$ cat src/rtl/vending_machine_multi_pkg.sv
// Shared types and coin helpers for the multi-product vending machine.
// Credit is counted in 5-rupee units throughout.
package vm_pkg;

  typedef enum logic [1:0] {
    COIN_NONE = 2'b00,
    COIN_5    = 2'b01,
    COIN_10   = 2'b10,
    COIN_20   = 2'b11
  } coin_t;

  typedef enum logic [1:0] {
    IDLE,
    CREDIT,
    VEND,
    CHANGE
  } state_t;

  function automatic logic [2:0] coin_units(input coin_t c);
    case (c)
      COIN_5:  return 3'd1;
      COIN_10: return 3'd2;
      COIN_20: return 3'd4;
      default: return 3'd0;
    endcase
  endfunction

  // Greedy change: largest coin not exceeding the remaining credit.
  function automatic coin_t units_to_coin(input int units);
    if (units >= 4)      return COIN_20;
    else if (units >= 2) return COIN_10;
    else                 return COIN_5;
  endfunction

endpackage

$ cat src/rtl/vending_machine_multi_stock_bank.sv
// Per-item stock counters with refill/vend arbitration and sold-out decode.
module vm_stock_bank #(
  parameter int NUM_ITEMS  = 4,
  parameter int STOCK_W    = 4,
  parameter int INIT_STOCK = 2
) (
  input  logic                         clk,
  input  logic                         rst,
  input  logic                         dec_valid,
  input  logic [$clog2(NUM_ITEMS)-1:0] dec_item,
  input  logic                         refill_valid,
  input  logic [$clog2(NUM_ITEMS)-1:0] refill_item,
  output logic [NUM_ITEMS-1:0]         sold_out
);

  localparam int ITEM_W = $clog2(NUM_ITEMS);
  localparam logic [STOCK_W-1:0] STOCK_MAX = '1;

  for (genvar i = 0; i < NUM_ITEMS; i++) begin : gen_item
    logic [STOCK_W-1:0] stock_q;
    logic               inc;
    logic               dec;

    // Out-of-range refill indices never match any counter, so they are dropped.
    assign inc = refill_valid && (refill_item == ITEM_W'(i));
    assign dec = dec_valid && (dec_item == ITEM_W'(i));

    always_ff @(posedge clk or negedge rst) begin
      if (!rst) begin
        stock_q <= STOCK_W'(INIT_STOCK);
      end else if (inc && !dec) begin
        if (stock_q != STOCK_MAX) stock_q <= stock_q + STOCK_W'(1);
      end else if (dec && !inc) begin
        if (stock_q != '0) stock_q <= stock_q - STOCK_W'(1);
      end
    end

    assign sold_out[i] = (stock_q == '0);
  end

endmodule

$ cat src/rtl/vending_machine_multi.sv
// Multi-product vending machine: coin credit, per-item pricing and stock,
// one-cycle vend and greedy one-coin-per-cycle change return.
module vending_machine_multi #(
  parameter int                            NUM_ITEMS  = 4,
  parameter int                            CREDIT_W   = 5,
  parameter int                            MAX_CREDIT = 20,
  parameter logic [NUM_ITEMS*CREDIT_W-1:0] PRICES     = {5'd6, 5'd5, 5'd4, 5'd3},
  parameter int                            STOCK_W    = 4,
  parameter int                            INIT_STOCK = 2
) (
  input  logic                         clk,
  input  logic                         rst,
  input  logic [1:0]                   coin,
  input  logic                         sel_valid,
  input  logic [$clog2(NUM_ITEMS)-1:0] sel_item,
  input  logic                         cancel,
  input  logic                         refill_valid,
  input  logic [$clog2(NUM_ITEMS)-1:0] refill_item,
  output logic                         despatch,
  output logic [$clog2(NUM_ITEMS)-1:0] despatch_item,
  output logic                         sel_nack,
  output logic                         coin_reject,
  output logic                         change_valid,
  output logic [1:0]                   change_coin,
  output logic [CREDIT_W-1:0]          credit,
  output logic [NUM_ITEMS-1:0]         sold_out,
  output logic                         busy
);

  import vm_pkg::*;

  localparam int ITEM_W = $clog2(NUM_ITEMS);

  state_t              state_q, state_d;
  logic [CREDIT_W-1:0] credit_q, credit_d;
  logic [ITEM_W-1:0]   item_q, item_d;
  logic                despatch_d, nack_d, reject_d, dec_valid;
  logic [CREDIT_W:0]   sum;
  logic [CREDIT_W-1:0] coin_val, eff, price_sel, price_item, change_units;
  logic                coin_ok, sel_in_range, sel_empty;

  function automatic logic [CREDIT_W-1:0] price_of(input logic [ITEM_W-1:0] idx);
    price_of = '0;
    for (int i = 0; i < NUM_ITEMS; i++)
      if (idx == ITEM_W'(i)) price_of = PRICES[i*CREDIT_W +: CREDIT_W];
  endfunction

  vm_stock_bank #(
    .NUM_ITEMS  (NUM_ITEMS),
    .STOCK_W    (STOCK_W),
    .INIT_STOCK (INIT_STOCK)
  ) u_stock (
    .clk          (clk),
    .rst          (rst),
    .dec_valid    (dec_valid),
    .dec_item     (item_q),
    .refill_valid (refill_valid),
    .refill_item  (refill_item),
    .sold_out     (sold_out)
  );

  always_comb begin
    sel_empty = 1'b0;
    for (int i = 0; i < NUM_ITEMS; i++)
      if (sel_item == ITEM_W'(i)) sel_empty = sold_out[i];
  end

  assign sel_in_range = ({1'b0, sel_item} < (ITEM_W+1)'(NUM_ITEMS));

  always_comb begin
    state_d      = state_q;
    credit_d     = credit_q;
    item_d       = item_q;
    despatch_d   = 1'b0;
    nack_d       = 1'b0;
    reject_d     = 1'b0;
    dec_valid    = 1'b0;
    coin_val     = CREDIT_W'(coin_units(coin_t'(coin)));
    // One extra bit so an over-cap sum cannot wrap past the comparison.
    sum          = {1'b0, credit_q} + {1'b0, coin_val};
    coin_ok      = (coin != 2'b00) && (sum <= (CREDIT_W+1)'(MAX_CREDIT));
    eff          = coin_ok ? sum[CREDIT_W-1:0] : credit_q;
    price_sel    = price_of(sel_item);
    price_item   = price_of(item_q);
    change_units = CREDIT_W'(coin_units(units_to_coin(int'(credit_q))));

    case (state_q)
      IDLE, CREDIT: begin
        if (cancel && state_q == CREDIT) begin
          state_d  = CHANGE;
          reject_d = (coin != 2'b00);
        end else begin
          reject_d = (coin != 2'b00) && !coin_ok;
          credit_d = eff;
          state_d  = (eff != '0) ? CREDIT : IDLE;
          if (sel_valid) begin
            if (!sel_in_range || sel_empty || eff < price_sel) begin
              nack_d = 1'b1;
            end else begin
              state_d    = VEND;
              item_d     = sel_item;
              despatch_d = 1'b1;
            end
          end
        end
      end
      VEND: begin
        reject_d  = (coin != 2'b00);
        dec_valid = 1'b1;
        credit_d  = credit_q - price_item;
        state_d   = (credit_d != '0) ? CHANGE : IDLE;
      end
      CHANGE: begin
        reject_d = (coin != 2'b00);
        credit_d = credit_q - change_units;
        state_d  = (credit_d == '0) ? IDLE : CHANGE;
      end
      default: state_d = IDLE;
    endcase
  end

  // Outputs are registered from next-state values so they line up with the state they describe.
  always_ff @(posedge clk or negedge rst) begin
    if (!rst) begin
      state_q       <= IDLE;
      credit_q      <= '0;
      item_q        <= '0;
      despatch      <= 1'b0;
      despatch_item <= '0;
      sel_nack      <= 1'b0;
      coin_reject   <= 1'b0;
      change_valid  <= 1'b0;
      change_coin   <= 2'b00;
      busy          <= 1'b0;
    end else begin
      state_q       <= state_d;
      credit_q      <= credit_d;
      item_q        <= item_d;
      despatch      <= despatch_d;
      despatch_item <= item_d;
      sel_nack      <= nack_d;
      coin_reject   <= reject_d;
      change_valid  <= (state_d == CHANGE);
      change_coin   <= (state_d == CHANGE) ? units_to_coin(int'(credit_d)) : COIN_NONE;
      busy          <= (state_d == VEND) || (state_d == CHANGE);
    end
  end

  assign credit = credit_q;

endmodule

$ cat config.mk
export PLATFORM = sky130hd
export DESIGN_NAME = vending_machine_multi
export DESIGN_NICKNAME = d
export VERILOG_FILES = /design/src/rtl/vending_machine_multi_pkg.sv /design/src/rtl/vending_machine_multi_stock_bank.sv /design/src/rtl/vending_machine_multi.sv
export SDC_FILE = /design/constraint.sdc
export NUM_CORES = 1
export LEC_CHECK = 0
export ABC_AREA = 1
export ABC_CLOCK_PERIOD_IN_PS = 3490
export CELL_PAD_IN_SITES_DETAIL_PLACEMENT = 1
export CELL_PAD_IN_SITES_GLOBAL_PLACEMENT = 1
export CORE_UTILIZATION = 27
export CTS_BUF_LIST = sky130_fd_sc_hd__clkbuf_8
export DETAILED_ROUTE_END_ITERATION = 7
export HOLD_SLACK_MARGIN = 0.15
export PLACE_DENSITY = 0.65
export SLEW_MARGIN = 10
export SYNTH_ARGS = -nofsm -noshare
export SYNTH_HDL_FRONTEND = slang
export SYNTH_SLANG_ARGS = --single-unit
$ cat constraint.sdc
create_clock -name clk -period 3.49 [get_ports clk]
set_clock_uncertainty 0.15 [all_clocks]
set_input_delay 0.698 -clock clk [delete_from_list [all_inputs] [get_ports clk]]
set_output_delay 0.698 -clock clk [all_outputs]
set_load 0.005 [all_outputs]
## Yosys cells after proc, flatten, opt, wreduce, memory -nomap -nowiden

Index checks and enable logic that the tools add are counted.

- Shift-type cells: 0
- Div/mod/pow operators: 0
- Add/subtract/negate cells: 11
- Mux-type cells: 56
- Reduce and logical (&&, ||, !) cells: 61
- Magnitude comparators: 6
- $mul: 0
- Bitwise gates (word level): 2
- Equality and inequality tests: 28

Operators with widths:

| cell | count |
|---|---|
| 2-to-1 mux 4 bit | 16 |
| 2-to-1 mux 5 bit | 8 |
| equality test 2 bit (second input constant) | 14 |
| 2-to-1 mux 2 bit | 12 |
| logical AND 1 bit | 19 |
| one-hot mux 3 bit (3 select lines) | 2 |
| nonzero test 2 bit | 9 |
| adder 4 x 1 -> 4 bit (second input constant) | 4 |
| logical NOT 4 bit | 4 |
| != test 4 bit (second input constant) | 4 |
| nonzero test 4 bit | 4 |
| subtractor 4 x 1 -> 4 bit (second input constant) | 4 |
| 2-to-1 mux 1 bit | 15 |
| one-hot mux 5 bit (3 select lines) | 1 |
| equality test 2 x 1 -> 1 bit (second input constant) | 6 |
| AND reduction 3 bit | 4 |
| >= comparator 5 x 2 -> 1 bit (second input constant) | 2 |
| >= comparator 5 x 3 -> 1 bit (second input constant) | 2 |
| nonzero test 5 bit | 2 |
| logical NOT 1 bit | 9 |
| logical NOT 2 bit | 4 |
| != test 2 bit (second input constant) | 4 |
| adder 5 x 3 -> 6 bit | 1 |
| <= comparator 6 x 5 -> 1 bit (second input constant) | 1 |
| 10 further kinds | 13 |

- RAM bits: 0
- ROM bits: 0
- Latch bits: 0
- Memories: 0
- Word-level logic and storage cells: 177
- Flip-flop bits (word level): 32

## Longest topological paths before layout

- Word-level depth: 14
- Depth in mapped cells: 24

## Hierarchy

A second synthesis with hierarchy kept.

- Cell total of the unflattened synthesis: 420
- Area total of the unflattened synthesis: 2,929.1 sq um

Modules (own cells, without submodules):

| module | area an instance (sq um) | times used | cells each |
|---|---|---|---|
| vending_machine_multi | 1,524.0 | 1 | 211 |
| vm_stock_bank | 1,405.1 | 1 | 209 |

## Worst setup path before layout

OpenSTA, ideal clock, no wires.

- Kind: input-to-reg
- Start: input port coin[0]
- End: register busy
- Path buffers: 0
- Arrival: 2.888 ns
- Slack: 0.378 ns
- Library setup time: 0.074 ns
- Required time: 3.266 ns
- Stages on the path: 21
- Path through: inv_1 -> nor2_1 -> ha_1 -> inv_1 -> fa_1 -> nand2_1 -> nand3_1 -> nand3_2 -> nand2_4 -> nand3_4 -> inv_2 -> nand2_1 -> nand2_1 -> inv_1 -> ha_1 -> nand2_1 -> nand2_1 -> nand2_1 -> a21oi_2 -> nand2_1 -> o21ai_2

- Longest elaborated chain between the ends: 14
- Elaborated cells on any way between the ends: 20
- Those cells by class: 1 x add/sub; 2 x order compare; 5 x eq/ne; 7 x mux; 5 x reduce/logical

Ends and longest elaborated chain:

| what | RTL line | source |
|---|---|---|
| from (decl) | vending_machine_multi.sv:13 | `input logic [1:0] coin,` |
| equality test 2 bit or equality test 2 x 1 -> 1 bit (tied branches) | vending_machine_multi_pkg.sv:20 | `case (c)` |
| one-hot mux 3 bit (3 select lines) | vending_machine_multi_pkg.sv:20 |  |
| adder 5 x 3 -> 6 bit | vending_machine_multi.sv:80 | `sum = {1'b0, credit_q} + {1'b0, coin_val};` |
| <= comparator 6 x 5 -> 1 bit | vending_machine_multi.sv:81 | `coin_ok = (coin != 2'b00) && (sum <= (CREDIT_W+1)'(MAX_CREDIT));` |
| logical AND 1 bit | vending_machine_multi.sv:81 |  |
| 2-to-1 mux 5 bit (*) | vending_machine_multi.sv:82 | `eff = coin_ok ? sum[CREDIT_W-1:0] : credit_q;` |
| < comparator 5 bit (*) | vending_machine_multi.sv:97 | `if (!sel_in_range \|\| sel_empty \|\| eff < price_sel) begin` |
| logical OR 1 bit (*) | vending_machine_multi.sv:97 |  |
| 2-to-1 mux 2 bit (*) | vending_machine_multi.sv:97 |  |
| 2-to-1 mux 2 bit (*) | vending_machine_multi.sv:96 | `if (sel_valid) begin` |
| 2-to-1 mux 2 bit (*) | vending_machine_multi.sv:89 | `if (cancel && state_q == CREDIT) begin` |
| one-hot mux 2 bit (3 select lines) (*) | vending_machine_multi.sv:87 | `case (state_q)` |
| net state_d[1] | vending_machine_multi.sv:34 | `state_t state_q, state_d;` |
| equality test 2 bit | vending_machine_multi.sv:145 | `busy <= (state_d == VEND) \|\| (state_d == CHANGE);` |
| logical OR 1 bit (*) | vending_machine_multi.sv:145 |  |
| to (signal assigned) | vending_machine_multi.sv:145 |  |
| to (decl) | vending_machine_multi.sv:27 | `output logic busy` |

The timed path passes the listed nets; every way through them passes the cells marked *.
A chain may end at the register's enable or synchronous reset.

## Worst setup path in the final report

- Start: input port coin[1]
- End: register item_q[1]

- Longest elaborated chain between the ends: 10
- Elaborated cells on any way between the ends: 13
- Those cells by class: 1 x add/sub; 2 x order compare; 3 x eq/ne; 2 x mux; 1 x bitwise; 4 x reduce/logical

Ends and longest elaborated chain:

| what | RTL line | source |
|---|---|---|
| equality test 2 bit or equality test 2 x 1 -> 1 bit (tied branches) | vending_machine_multi_pkg.sv:20 |  |
| one-hot mux 3 bit (3 select lines) | vending_machine_multi_pkg.sv:20 |  |
| adder 5 x 3 -> 6 bit | vending_machine_multi.sv:80 |  |
| <= comparator 6 x 5 -> 1 bit | vending_machine_multi.sv:81 |  |
| logical AND 1 bit | vending_machine_multi.sv:81 |  |
| 2-to-1 mux 5 bit (*) | vending_machine_multi.sv:82 |  |
| < comparator 5 bit (*) | vending_machine_multi.sv:97 |  |
| logical OR 1 bit (*) | vending_machine_multi.sv:97 |  |
| NOT 1 bit (no source line) (*) | - |  |
| AND reduction 4 bit (no source line) (*) | - |  |
| to (signal assigned) | vending_machine_multi.sv:138 | `item_q <= item_d;` |
| to (decl) | vending_machine_multi.sv:36 | `logic [ITEM_W-1:0] item_q, item_d;` |

Every way passes the cells marked *; elsewhere a longest branch is shown, timed or not.

==> impl_metrics.csv <==
group,metric,value,unit
run_status,status,"finished clean",
sta,hold_violations,0,
routing,num_vias,2327,
synth,synth_most_common_cell,"nand2_1",
clocking,clk_path_buf_depth,2,
final_layout,antenna_cells,0,
pwr,clock_power_share,12.3,%
final_layout,area_growth,27.2,%
pwr,pwr-share-seq,24.6,%
synth,synth_compound_area_share,12.1,%
synth,synthMuxAreaShare,1.67,%
placement,gp_congestion,0.781,
sta,relSlewSlack,63.7,%
setup_path,crit_path_end_kind,"flip-flop",
clocking,cts-root-buf,"clkbuf_8",
pwr,ir_drop,219,uV
setup_path,path_class,"in2reg",
die,die_y,102,um
sta,timing.final.crit_share,91.1,%
die,core,9730,um^2
clocking,cts_max_level,2,
routing,wl,6.79,mm
synth,ys.flop_type,"dfrtp_1",
synth,netlist_instances,324,
routing,drtPass1Iterations,4,
sta,fmax,315,MHz
final_layout,drive_above_1_share,18.6,%
setup_path,crit_fanout,4,
setup_path,arrival,3260,ps
pwr,p_sw_share,46.1,%
synth,synth_top_family_by_area,"simple AND/OR/NAND/NOR gates",
routing,drt_iter0_drc,36,
pwr,intPower,0.00167,W
routing,drc,0,
pwr,switching_power,0.00143,W
clocking,clk_latency,290,ps
pwr,powerDensity,906,nW/um^2
sta,final.setup.tns,0,ps
hold_path,min_path_type,"reg2reg",
routing,routedWlPerCell,13.3,um
synth,ys_types,47,
synth,netlist_area,2690,um^2
placement,dp_slack,-235,ps
final_layout,nets,421,
global_routing,grt_max_degree,32,
clocking,cts_tree,"done",
synth,syn-num-nets,370,
global_routing,grt_pass1_vias,2360,
sta,tightest_slew,540,ps
sta,rsz0062_at_grt,"no",
die,row_count,36,
pwr,p_comb_share,63.2,%
synth,ys_seq_area_share,29.0,%
synth,ys_ff_latch,31,
sta,worst_slack,310,ps
global_routing,track_usage,14.1,%
synth,yosysTopAreaCell,"dfrtp_1",
setup_path,required,3570,ps
die,die_x,102,um
synth,ys_async_sr_fraction,100,%
synth,yosysTopAreaCellShare,25.1,%
placement,portBuffers,28,
sta,min_period,3180,ps
synth,synth_edf_count,0,
synth,synth_xor_area_share,5.20,%
job,drv_cap,0,
setup_path,cp-start-kind,"input port",
die,start_util,27.7,%
routing,postRouteAntennaNets,0,
clocking,cts-hold-fix-buffers,0,
clocking,numCtsBuffers,5,
clocking,cts_sinks,31,
sta,drv_slew,0,
pwr,p_leak,1.59,nW
synth,synth_fa_ha_area_share,18.2,%
die,die-area,10400,um^2
global_routing,grt_overflow,0,
routing,viasPerCell,4.57,
synth,yosys_warnings,0,
synth,synth-simple-area-share,25.6,%
global_routing,antenna_found_initial,0,
global_routing,grt_pass1_wl,11.3,mm
die,io_pins,29,
clocking,clk_transition_reported_paths,70,ps
synth,avgSynthCellArea,8.31,um^2
synth,yosys-top-cells-area,"dfrtp_1 (25%), ha_1 (13%), nand2_1 (8.5%)",
sta,finalSetupViolCount,0,
placement,dp_hpwl,5.44,mm
synth,synth_common_cells,"nand2_1 (61), inv_1 (49), ha_1 (28), dfrtp_1 (27), nor2_1 (26)",
## power by group through the flow
stage               Clock, W  Combinational, W  Sequential, W
finish              0.000380           0.00196       0.000762
global route        0.000412           0.00221       0.000798
CTS                 0.000398           0.00189       0.000769
detailed placement         0           0.00187       0.000771
floorplan                  0           0.00129       0.000721
global placement           0           0.00180       0.000767
## layout make-up
class,count,area [um^2]
Clock buffer,6,82.6
Clock inverter,2,35.0
Fill cell,1175,6300
Inverter,55,206
Multi-Input combinational cell,236,1730
Sequential cell,31,781
Tap cell,133,166
Timing Repair Buffer,46,420
## cells in the final DEF, fill, tap and decap left out, types with 4 or more instances in the layout
cell type,Yosys,layout
nand2_2,3,6
a21o_1,4,4
inv_1,49,49
a21oi_1,14,14
clkdlybuf4s50_1,0,26
dfstp_2,4,4
fa_1,7,6
xnor2_1,8,8
nand4_1,10,10
nand2_1,61,57
ha_1,28,27
clkbuf_8,0,6
xor2_1,8,8
buf_4,0,18
dfrtp_1,27,27
inv_2,6,6
nand3_1,14,13
o21ai_1,7,7
nor2_1,26,25
## sequential cells by signal, summed over array words and instances, names as in the netlist, 2 cells and up
name	flops
change_coin	2
credit	5
item_q	2
u_stock.gen_item.stock_q	16
## critical path: stages
cell and delay (ps):
dlymetal6s2s_1 150, nor2_1 110, ha_2 180, inv_1 50
fa_2 530, nand2_1 70, nand3_2 70, nand3_2 90
nand2_4 90, nand3_4 80, inv_2 70, nand2_2 50
nand2_2 70, inv_1 40, ha_1 270, nand2_1 50
nand2_1 60, nand2_2 90, a21oi_4 190, nand4_1 150
nand2_1 90
## path summary, 6_finish.rpt
| kind | start | cells past startpoint | to | slack, ps |
|---|---|---|---|---|
| max | coin[1] | 21 | item_q[1]$_DFFE_PN0P_ | 310 |
| min | u_stock.gen_item[0].stock_q[3]$_DFFE_PN0P_ | 1 | u_stock.gen_item[0].stock_q[3]$_DFFE_PN0P_ | 370 |
| max reg2reg | item_q[0]$_DFFE_PN0P_ | 14 | change_coin[1]$_DFF_PN0_ | 400 |
| min reg2reg | u_stock.gen_item[0].stock_q[3]$_DFFE_PN0P_ | 1 | u_stock.gen_item[0].stock_q[3]$_DFFE_PN0P_ | 370 |
| max in group asynchronous | rst | 2 | u_stock.gen_item[3].stock_q[1]$_DFFE_PN1P_ | 2200 |
| min in group asynchronous | rst | 2 | u_stock.gen_item[0].stock_q[0]$_DFFE_PN0P_ | 650 |
## metrics by stage
stage / utilization, % / cell area (um^2) / hold slack [ps] / cells / power [W]
after global placement: 33.3 / 3240 / 356 / 498 / 0.00257
after floorplan: - / 2690 / 252 / 324 / 0.00201
after global routing: 35.2 / 3420 / 387 / 509 / 0.00342
final: 35.2 / 3420 / 374 / 509 / 0.00310
after CTS: 34.5 / 3350 / 377 / 506 / 0.00305
after detailed placement: 33.3 / 3240 / 364 / 498 / 0.00264
## timing repair
item,in CTS,in global routing
setup endpoints to repair,0,6
resized for setup,0,13
buffers inserted,0,3
## kinds of logic after synthesis
family                   after synthesis
AO/OA/AOI/OAI                         44
buffers and inverters                 57
flip-flops                            31
multiplexers                           4
XOR/XNOR                              16
adder cells (fa/ha/maj)               35
AND/OR/NAND/NOR                      137
## layer usage
layer / share of wire (%) / global-route usage (%) / vias up
li1: - / - / 1166
met1: 46 / 18.3 / 1125
met2: 50 / 23.8 / 26
met3: 2.2 / 2.26 / 10
met4: 1.8 / 4.84 / 0
met5: 0 / 0 / -
No activity file was read; power rests on OpenSTA's default activity.
